<file path="config.mk">
export PLATFORM = sky130hd
export DESIGN_NAME = lkt_lookup_arbiter
export DESIGN_NICKNAME = d
export VERILOG_FILES = /design/src/rtl/lkt_lookup_arbiter.sv
export SDC_FILE = /design/constraint.sdc
export NUM_CORES = 1
export LEC_CHECK = 0
export ABC_AREA = 1
export CAP_MARGIN = 15
export CORE_MARGIN = 2
export CORE_UTILIZATION = 43
export DETAILED_ROUTE_END_ITERATION = 16
export PLACE_DENSITY = 0.93
export SYNTH_ARGS = -nofsm -noshare
export SYNTH_HDL_FRONTEND = slang
export SYNTH_SLANG_ARGS = --single-unit
export TNS_END_PERCENT = 100
</file>
<file path="constraint.sdc">
create_clock -name clk -period 8.72 [get_ports clk]
set_input_delay 0.872 -clock clk [delete_from_list [all_inputs] [get_ports clk]]
set_output_delay 0.872 -clock clk [all_outputs]
set_load 0.01 [all_outputs]
</file>
<file path="src/rtl/lkt_lookup_arbiter.sv">
// Round-robin arbiter sharing one lookup-table request port, with tag-based response routing and a
// credit limit on in-flight lookups. Define LKT_ARB_PERF_EN to add per-requester grant counters.
module lkt_lookup_arbiter #(
    parameter int NUM_LOOKUPS     = 4,
    parameter int KEY_WIDTH       = 32,
    parameter int RESULT_WIDTH    = 32,
    parameter int NUM_CHOICES     = 4,
    parameter int MAX_OUTSTANDING = 8,
    localparam int TW = $clog2(NUM_LOOKUPS),
    localparam int CW = $clog2(NUM_CHOICES),
    localparam int OW = $clog2(MAX_OUTSTANDING + 1)
) (
    input  logic                             clk,
    input  logic                             rst_n,
    input  logic [NUM_LOOKUPS-1:0]           req_valid,
    output logic [NUM_LOOKUPS-1:0]           req_ready,
    input  logic [NUM_LOOKUPS*KEY_WIDTH-1:0] req_key,
    output logic                             lkt_req_valid,
    input  logic                             lkt_req_ready,
    output logic [KEY_WIDTH-1:0]             lkt_req_key,
    output logic [TW-1:0]                    lkt_req_tag,
    input  logic                             lkt_rsp_valid,
    input  logic [TW-1:0]                    lkt_rsp_tag,
    input  logic                             lkt_rsp_hit,
    input  logic [CW-1:0]                    lkt_rsp_choice,
    input  logic [RESULT_WIDTH-1:0]          lkt_rsp_result,
    output logic [NUM_LOOKUPS-1:0]           rsp_valid,
    output logic                             rsp_hit,
    output logic [CW-1:0]                    rsp_choice,
    output logic [RESULT_WIDTH-1:0]          rsp_result,
    output logic [OW-1:0]                    outstanding,
    output logic                             err_unexp
`ifdef LKT_ARB_PERF_EN
    ,
    output logic [NUM_LOOKUPS*16-1:0]        grant_cnt
`endif
);

    localparam logic [OW-1:0] MAX_OUT = OW'(MAX_OUTSTANDING);

    logic [TW-1:0] rr_ptr;
    logic [TW-1:0] scan_idx;
    logic [TW-1:0] grant_idx;
    logic          grant_found;
    logic          slot_free;
    logic          can_grant;
    logic          rsp_credit;

    assign slot_free  = !lkt_req_valid || lkt_req_ready;
    // rst_n gates the grant so req_ready reads 0 while reset is held, not just after it.
    assign can_grant  = rst_n && slot_free && (outstanding < MAX_OUT);
    assign rsp_credit = lkt_rsp_valid && (outstanding != '0);

    // NOTE: combinational scan uses blocking '=' with every output defaulted first, so no latch is inferred.
    always_comb begin
        grant_found = 1'b0;
        grant_idx   = '0;
        scan_idx    = '0;
        req_ready   = '0;
        for (int k = 0; k < NUM_LOOKUPS; k++) begin
            scan_idx = TW'((int'(rr_ptr) + k) % NUM_LOOKUPS);
            if (can_grant && !grant_found && req_valid[scan_idx]) begin
                grant_found = 1'b1;
                grant_idx   = scan_idx;
            end
        end
        if (grant_found) begin
            req_ready[grant_idx] = 1'b1;
        end
    end

    // NOTE: state registers use non-blocking '<=' so every flop samples pre-edge values.
    always_ff @(posedge clk or negedge rst_n) begin
        if (!rst_n) begin
            lkt_req_valid <= 1'b0;
            lkt_req_key   <= '0;
            lkt_req_tag   <= '0;
            rr_ptr        <= '0;
        end else if (grant_found) begin
            lkt_req_valid <= 1'b1;
            lkt_req_key   <= req_key[int'(grant_idx)*KEY_WIDTH +: KEY_WIDTH];
            lkt_req_tag   <= grant_idx;
            rr_ptr        <= TW'((int'(grant_idx) + 1) % NUM_LOOKUPS);
        end else if (lkt_req_ready) begin
            lkt_req_valid <= 1'b0;
        end
    end

    // A response with no credit in use is flagged and never wraps the counter below zero.
    always_ff @(posedge clk or negedge rst_n) begin
        if (!rst_n) begin
            outstanding <= '0;
            err_unexp   <= 1'b0;
        end else begin
            if (lkt_rsp_valid && (outstanding == '0)) begin
                err_unexp <= 1'b1;
            end
            if (grant_found && !rsp_credit) begin
                outstanding <= outstanding + 1'b1;
            end else if (!grant_found && rsp_credit) begin
                outstanding <= outstanding - 1'b1;
            end
        end
    end

    always_ff @(posedge clk or negedge rst_n) begin
        if (!rst_n) begin
            rsp_valid  <= '0;
            rsp_hit    <= 1'b0;
            rsp_choice <= '0;
            rsp_result <= '0;
        end else begin
            rsp_valid <= '0;
            if (lkt_rsp_valid) begin
                if (int'(lkt_rsp_tag) < NUM_LOOKUPS) begin
                    rsp_valid[lkt_rsp_tag] <= 1'b1;
                end
                rsp_hit    <= lkt_rsp_hit;
                rsp_choice <= lkt_rsp_choice;
                rsp_result <= lkt_rsp_result;
            end
        end
    end

`ifdef LKT_ARB_PERF_EN
    always_ff @(posedge clk or negedge rst_n) begin
        if (!rst_n) begin
            grant_cnt <= '0;
        end else begin
            for (int i = 0; i < NUM_LOOKUPS; i++) begin
                if (grant_found && (grant_idx == TW'(i)) && (grant_cnt[i*16 +: 16] != 16'hFFFF)) begin
                    grant_cnt[i*16 +: 16] <= grant_cnt[i*16 +: 16] + 16'd1;
                end
            end
        end
    end
`endif

endmodule
</file>
* Word-level counts from Yosys, hierarchy flattened
Cells that the tools add are included.
Storage, ports and cells: bits in registers 81, latch bits 0, RAM bits 0, memory bits (read-only) 0, input bits 173, output and inout bits 83, word-level logic and storage cells 78, memories 0
Cells by class: add/sub/neg operators 6, multiply operators 0, divide/modulo/power cells 0, order comparisons 9, equality and inequality tests 0, shift-type cells 1, muxes and demuxes 26, bitwise gates (word level) 0, reduce and logical (&&, ||, !) cells 26
Operators by type and width (count):
- indexed part select 128 x 8 -> 32 bit | 1
- less-than comparator 2 x 3 -> 1 bit, second input constant | 6
- 2-to-1 mux 4 bit | 4
- logical AND 1 bit | 15
- 2-to-1 mux 1 bit | 12
- binary-select mux 1 bit (select 2 bit) | 4
- 2-to-1 mux 2 bit | 4
- zero test 1 bit | 6
- adder 2 x 1 -> 2 bit, second input constant | 2
- adder 2 bit, second input constant | 2
- adder 4 x 1 -> 4 bit, second input constant | 1
- demux 1 bit (select 2 bit) | 2
- greater-or-equal comparator 2 x 1 -> 1 bit, second input constant | 2
- zero test 4 bit | 1
- less-than comparator 4 bit, second input constant | 1
- nonzero test 2 bit | 2
- nonzero test 4 bit | 1
- subtractor 4 x 1 -> 4 bit, second input constant | 1
- logical OR 1 bit | 1

* Depth between registers and ports, before layout
depth in word-level cells 23, gate-level depth with buffers 20, mapped depth without buffers 18

* Worst setup path before layout
No wires, ideal clock.
kind input to output, start in rst_n, end out req_ready[0], arrival 2.324 ns, data required time 7.848 ns, path slack 5.524 ns, cell stages on the path 12, buffers on the path 1, cells stage by stage nand2_1 nor2_2 nand4_2 nor2_4 inv_2 nor2_4 inv_2 nand2_2 buf_4 ha_1 inv_1 nor2_1
Between the ends: cells in the longest elaborated chain, start to end 21, elaborated cells on any way between the ends 26, classes of those cells order compare (2); mux (11); reduce/logical (13)
Ends and longest elaborated chain:
- start: declaration | RTL line 14 | input logic rst_n,
- logical AND 1 bit * (2 in a row) | RTL line 51 | assign can_grant = rst_n && slot_free && (outstanding < MAX_OUT);
- logical AND 1 bit | RTL line 62 | if (can_grant && !grant_found && req_valid[scan_idx]) begin
- 2-to-1 mux 1 bit | RTL line 62
- zero test 1 bit | RTL line 62
- logical AND 1 bit (2 in a row) | RTL line 62
- 2-to-1 mux 1 bit | RTL line 62
- zero test 1 bit | RTL line 62
- logical AND 1 bit (2 in a row) | RTL line 62
- 2-to-1 mux 1 bit | RTL line 62
- zero test 1 bit | RTL line 62
- logical AND 1 bit (2 in a row) | RTL line 62
- 2-to-1 mux 2 bit | RTL line 62
- less-than comparator 2 x 3 -> 1 bit (not written as such) / greater-or-equal comparator 2 x 1 -> 1 bit (equally long branches) | RTL line 68 | req_ready[grant_idx] = 1'b1;
- logical AND 1 bit (not written as such) | RTL line 68
- 2-to-1 mux 1 bit (not written as such) | RTL line 68
- demux 1 bit (select 2 bit) | RTL line 68
- 2-to-1 mux 4 bit * | RTL line 67 | if (grant_found) begin
- end: declaration | RTL line 16 | output logic [NUM_LOOKUPS-1:0] req_ready,
Mark *: on every way between the ends. The rest lies on a longest branch, timed or not.

* Worst setup path after layout
start in rst_n, end out req_ready[3]
Same word-level chain as after synthesis.

==> impl_metrics.yaml <==
outcome:
  status: "finished clean"
sta:
  worstMarginPinSlew_ns: 0.957
  clock.fmax_ghz: 0.186
  hold_viol: 0
  maxSlewHeadroom_pct: 36.0
  finalSetupTns_ns: 0
  fin_crit_ns: 5.36
  fin_worst_skew_ns: 0.00972
  rsz0062_at_grt: "false"
  finalMaxSlewViolations: 0
  finalSetupViolations: 0
  fin_crit_sh_pct: 61.5
pwr:
  p_sw_share_pct: 44.9
  comb_power_share_pct: 59.4
  p_switching_mw: 0.979
  p_leak_nw: 3.85
  pwr-share-seq_pct: 26.0
  ir_drop_v: 0.000175
  power.density_nw_per_um2: 288
  power.internal_mw: 1.20
  p_clk_share_pct: 14.6
place:
  place_hpwl_um: 10800
  routabilityCongestion: 0.786
  place_area_um2: 7340
  port_buffers: 255
setup_path:
  r2r_cells: 15
  cp_max_fo: 67
  cp.required_ns: 7.85
  crit_arrival_ns: 4.49
  endpoint_kind: "output port"
  startpoint_type: "primary input"
  crit_type: "in2out"
cells_and_area:
  fillerInstances: 895
  area_growth_pct: 57.6
  nets: 1133
  final_area_um2: 7560
  drive_gt1_share_pct: 4.81
  num_antenna_cells: 0
yosys:
  synth-xor-area-share_pct: 0.547
  synth_seq_cells: 81
  netlist_instances: 720
  async_flop_share_pct: 100
  yosysSeqAreaShare_pct: 42.2
  synth_ff_type: "dfrtp_1"
  syn-cell-area_um2: 4800
  synth-warning-count: 0
  yosysTopAreaCellShare_pct: 42.2
  synth_top_family_by_area: "simple AND/OR/NAND/NOR gates"
  synth-compound-area-share_pct: 1.28
  yosys.area.top_type: "dfrtp_1"
  muxShareOfSynthArea_pct: 0
  synth-adder-area-share_pct: 2.24
  synth-simple-area-share_pct: 47.0
  ys_types: 32
  synth_edf_count: 0
  synth_most_common_cell: "nand2_1"
  synth_common_cells: "nand2_1, dfrtp_1, nand3_1"
  syn_area_per_cell_um2: 6.67
  ys_top_cells_by_area: "dfrtp_1, nand2_1, nand3_1"
  synth_nets: 901
drt:
  drt_iter0_markers: 408
  drc: 0
  wl_per_cell_um: 13.8
  wl_um: 15200
  viasPerCell: 4.82
  ant_nets: 0
  drt-pass1-iter-count: 5
  vias: 5288
cts:
  cts_buffers: 9
  insertion_delay_ns: 0.35
  cts_setup_buffers: 0
  max-clock-path-buffers: 2
  htreeDepth: 3
  root_buffer: "clkbuf_8"
  cts_tree: "yes"
  clkSinkCount: 81
  cts_resized: 0
  hold_buffers: 0
  clkTransAtPathRegs_ns: 0.09
global_routing:
  overflow: 0
  antenna_found_initial: 0
  grt_start_max_net_pins: 68
  grt.total_usage_pct: 24.1
  grt_pass1_vias: 4794
  grt_pass1_wl_um: 22500
die:
  die_area_um2: 12000
  pin_count: 256
  die_height_um: 110
  start_util_pct: 44.1
  core-area_um2: 10900
  rows: 38
  die_w_um: 110
job:
  cap_violations: 0
min_path:
  hold_class: "reg2reg"
  min_path_cells: 1
==> cells in the final DEF (no fill, tap or decap), types with 2 or more instances in the layout <==
master / count
buf_4: 6
dfrtp_1: 81
bufinv_16: 2
nand4_1: 3
xnor2_1: 2
nand2_2: 10
nor3_1: 4
inv_1: 15
nand2_1: 461
nor2_4: 2
ha_1: 7
o21ai_0: 4
nand3_1: 63
inv_2: 5
clkdlybuf4s50_1: 254
nor2_1: 8
clkbuf_8: 10
a21o_1: 2
==> worst paths after layout <==
path | startpoint | end | slack, ns
min in group asynchronous | rst_n | lkt_req_key[4]$_DFFE_PN0P_ | 0.51
min | err_unexp$_DFFE_PN0P_ | err_unexp$_DFFE_PN0P_ | 0.47
max in group asynchronous | rst_n | lkt_req_key[16]$_DFFE_PN0P_ | 7.30
min reg2reg | err_unexp$_DFFE_PN0P_ | err_unexp$_DFFE_PN0P_ | 0.47
max reg2reg | rr_ptr[0]$_DFFE_PN0P_ | lkt_req_key[6]$_DFFE_PN0P_ | 5.51
max | rst_n | req_ready[3] | 3.36
==> logic make-up after synthesis <==
| family | count (synthesis) |
|---|---|
| AO/OA/AOI/OAI | 9 |
| AND/OR/NAND/NOR | 557 |
| adder cells (fa/ha/maj) | 8 |
| buffers and inverters | 62 |
| flip-flops | 81 |
| XOR/XNOR | 3 |
==> per-stage QoR <==
stage | hold slack [ns] | setup WS (ns) | utilization (%) | power [mW] | instances
after global placement | 0.442 | 3.40 | 67.4 | 1.84 | 1081
after detailed placement | 0.451 | 3.29 | 67.4 | 1.87 | 1081
final | 0.474 | 3.36 | 69.5 | 2.18 | 1097
after global routing | 0.492 | 2.96 | 69.5 | 2.37 | 1097
after CTS | 0.470 | 3.28 | 69.5 | 2.20 | 1097
after floorplan | 0.493 | 5.52 | - | 1.43 | 720
==> sequential cells by signal, indices dropped and copies added (netlist names) <==
register / flops
err_unexp: 1
lkt_req_key: 32
lkt_req_tag: 2
lkt_req_valid: 1
outstanding: 4
rr_ptr: 2
rsp_choice: 2
rsp_hit: 1
rsp_result: 32
rsp_valid: 4
==> power groups by stage <==
stage | Sequential (mW) | Combinational, mW | Clock, mW
detailed placement | 0.572 | 1.30 | 0
floorplan | 0.604 | 0.827 | 0
global route | 0.581 | 1.45 | 0.341
finish | 0.567 | 1.29 | 0.318
global placement | 0.570 | 1.27 | 0
CTS | 0.567 | 1.31 | 0.323
==> worst max-delay path, stage by stage <==
cell and delay, ns:
buf_4 0.48, nand2_1 0.17, nor2_2 0.32, nand3_1 0.14
nand2_1 0.08, inv_1 0.05, nand2_1 0.07, nand2_2 0.50
nand2_2 0.28, buf_4 0.55, ha_1 0.24, inv_1 0.04
nor2_1 0.10, clkdlybuf4s50_1 0.56
==> final cells by class <==
cell class,count,area (um^2),area share (%)
sequential,81,2030,26.8
clock inverter,5,87.6,1.16
timing repair buffer,260,2590,34.2
clock buffer,11,141,1.87
tap,140,175,2.32
inverter,23,92.6,1.22
multi-input combinational,577,2450,32.4
==> layer usage <==
| metal | routed length [um] | track usage [%] | vias up |
|---|---|---|---|
| met5 | 0 | 0 | - |
| li1 | - | - | 2668 |
| met1 | 6170 | 28.6 | 2349 |
| met3 | 1410 | 6.82 | 30 |
| met4 | 387 | 8.32 | 0 |
| met2 | 7190 | 41.9 | 241 |
(Power assumes the default switching activity.)
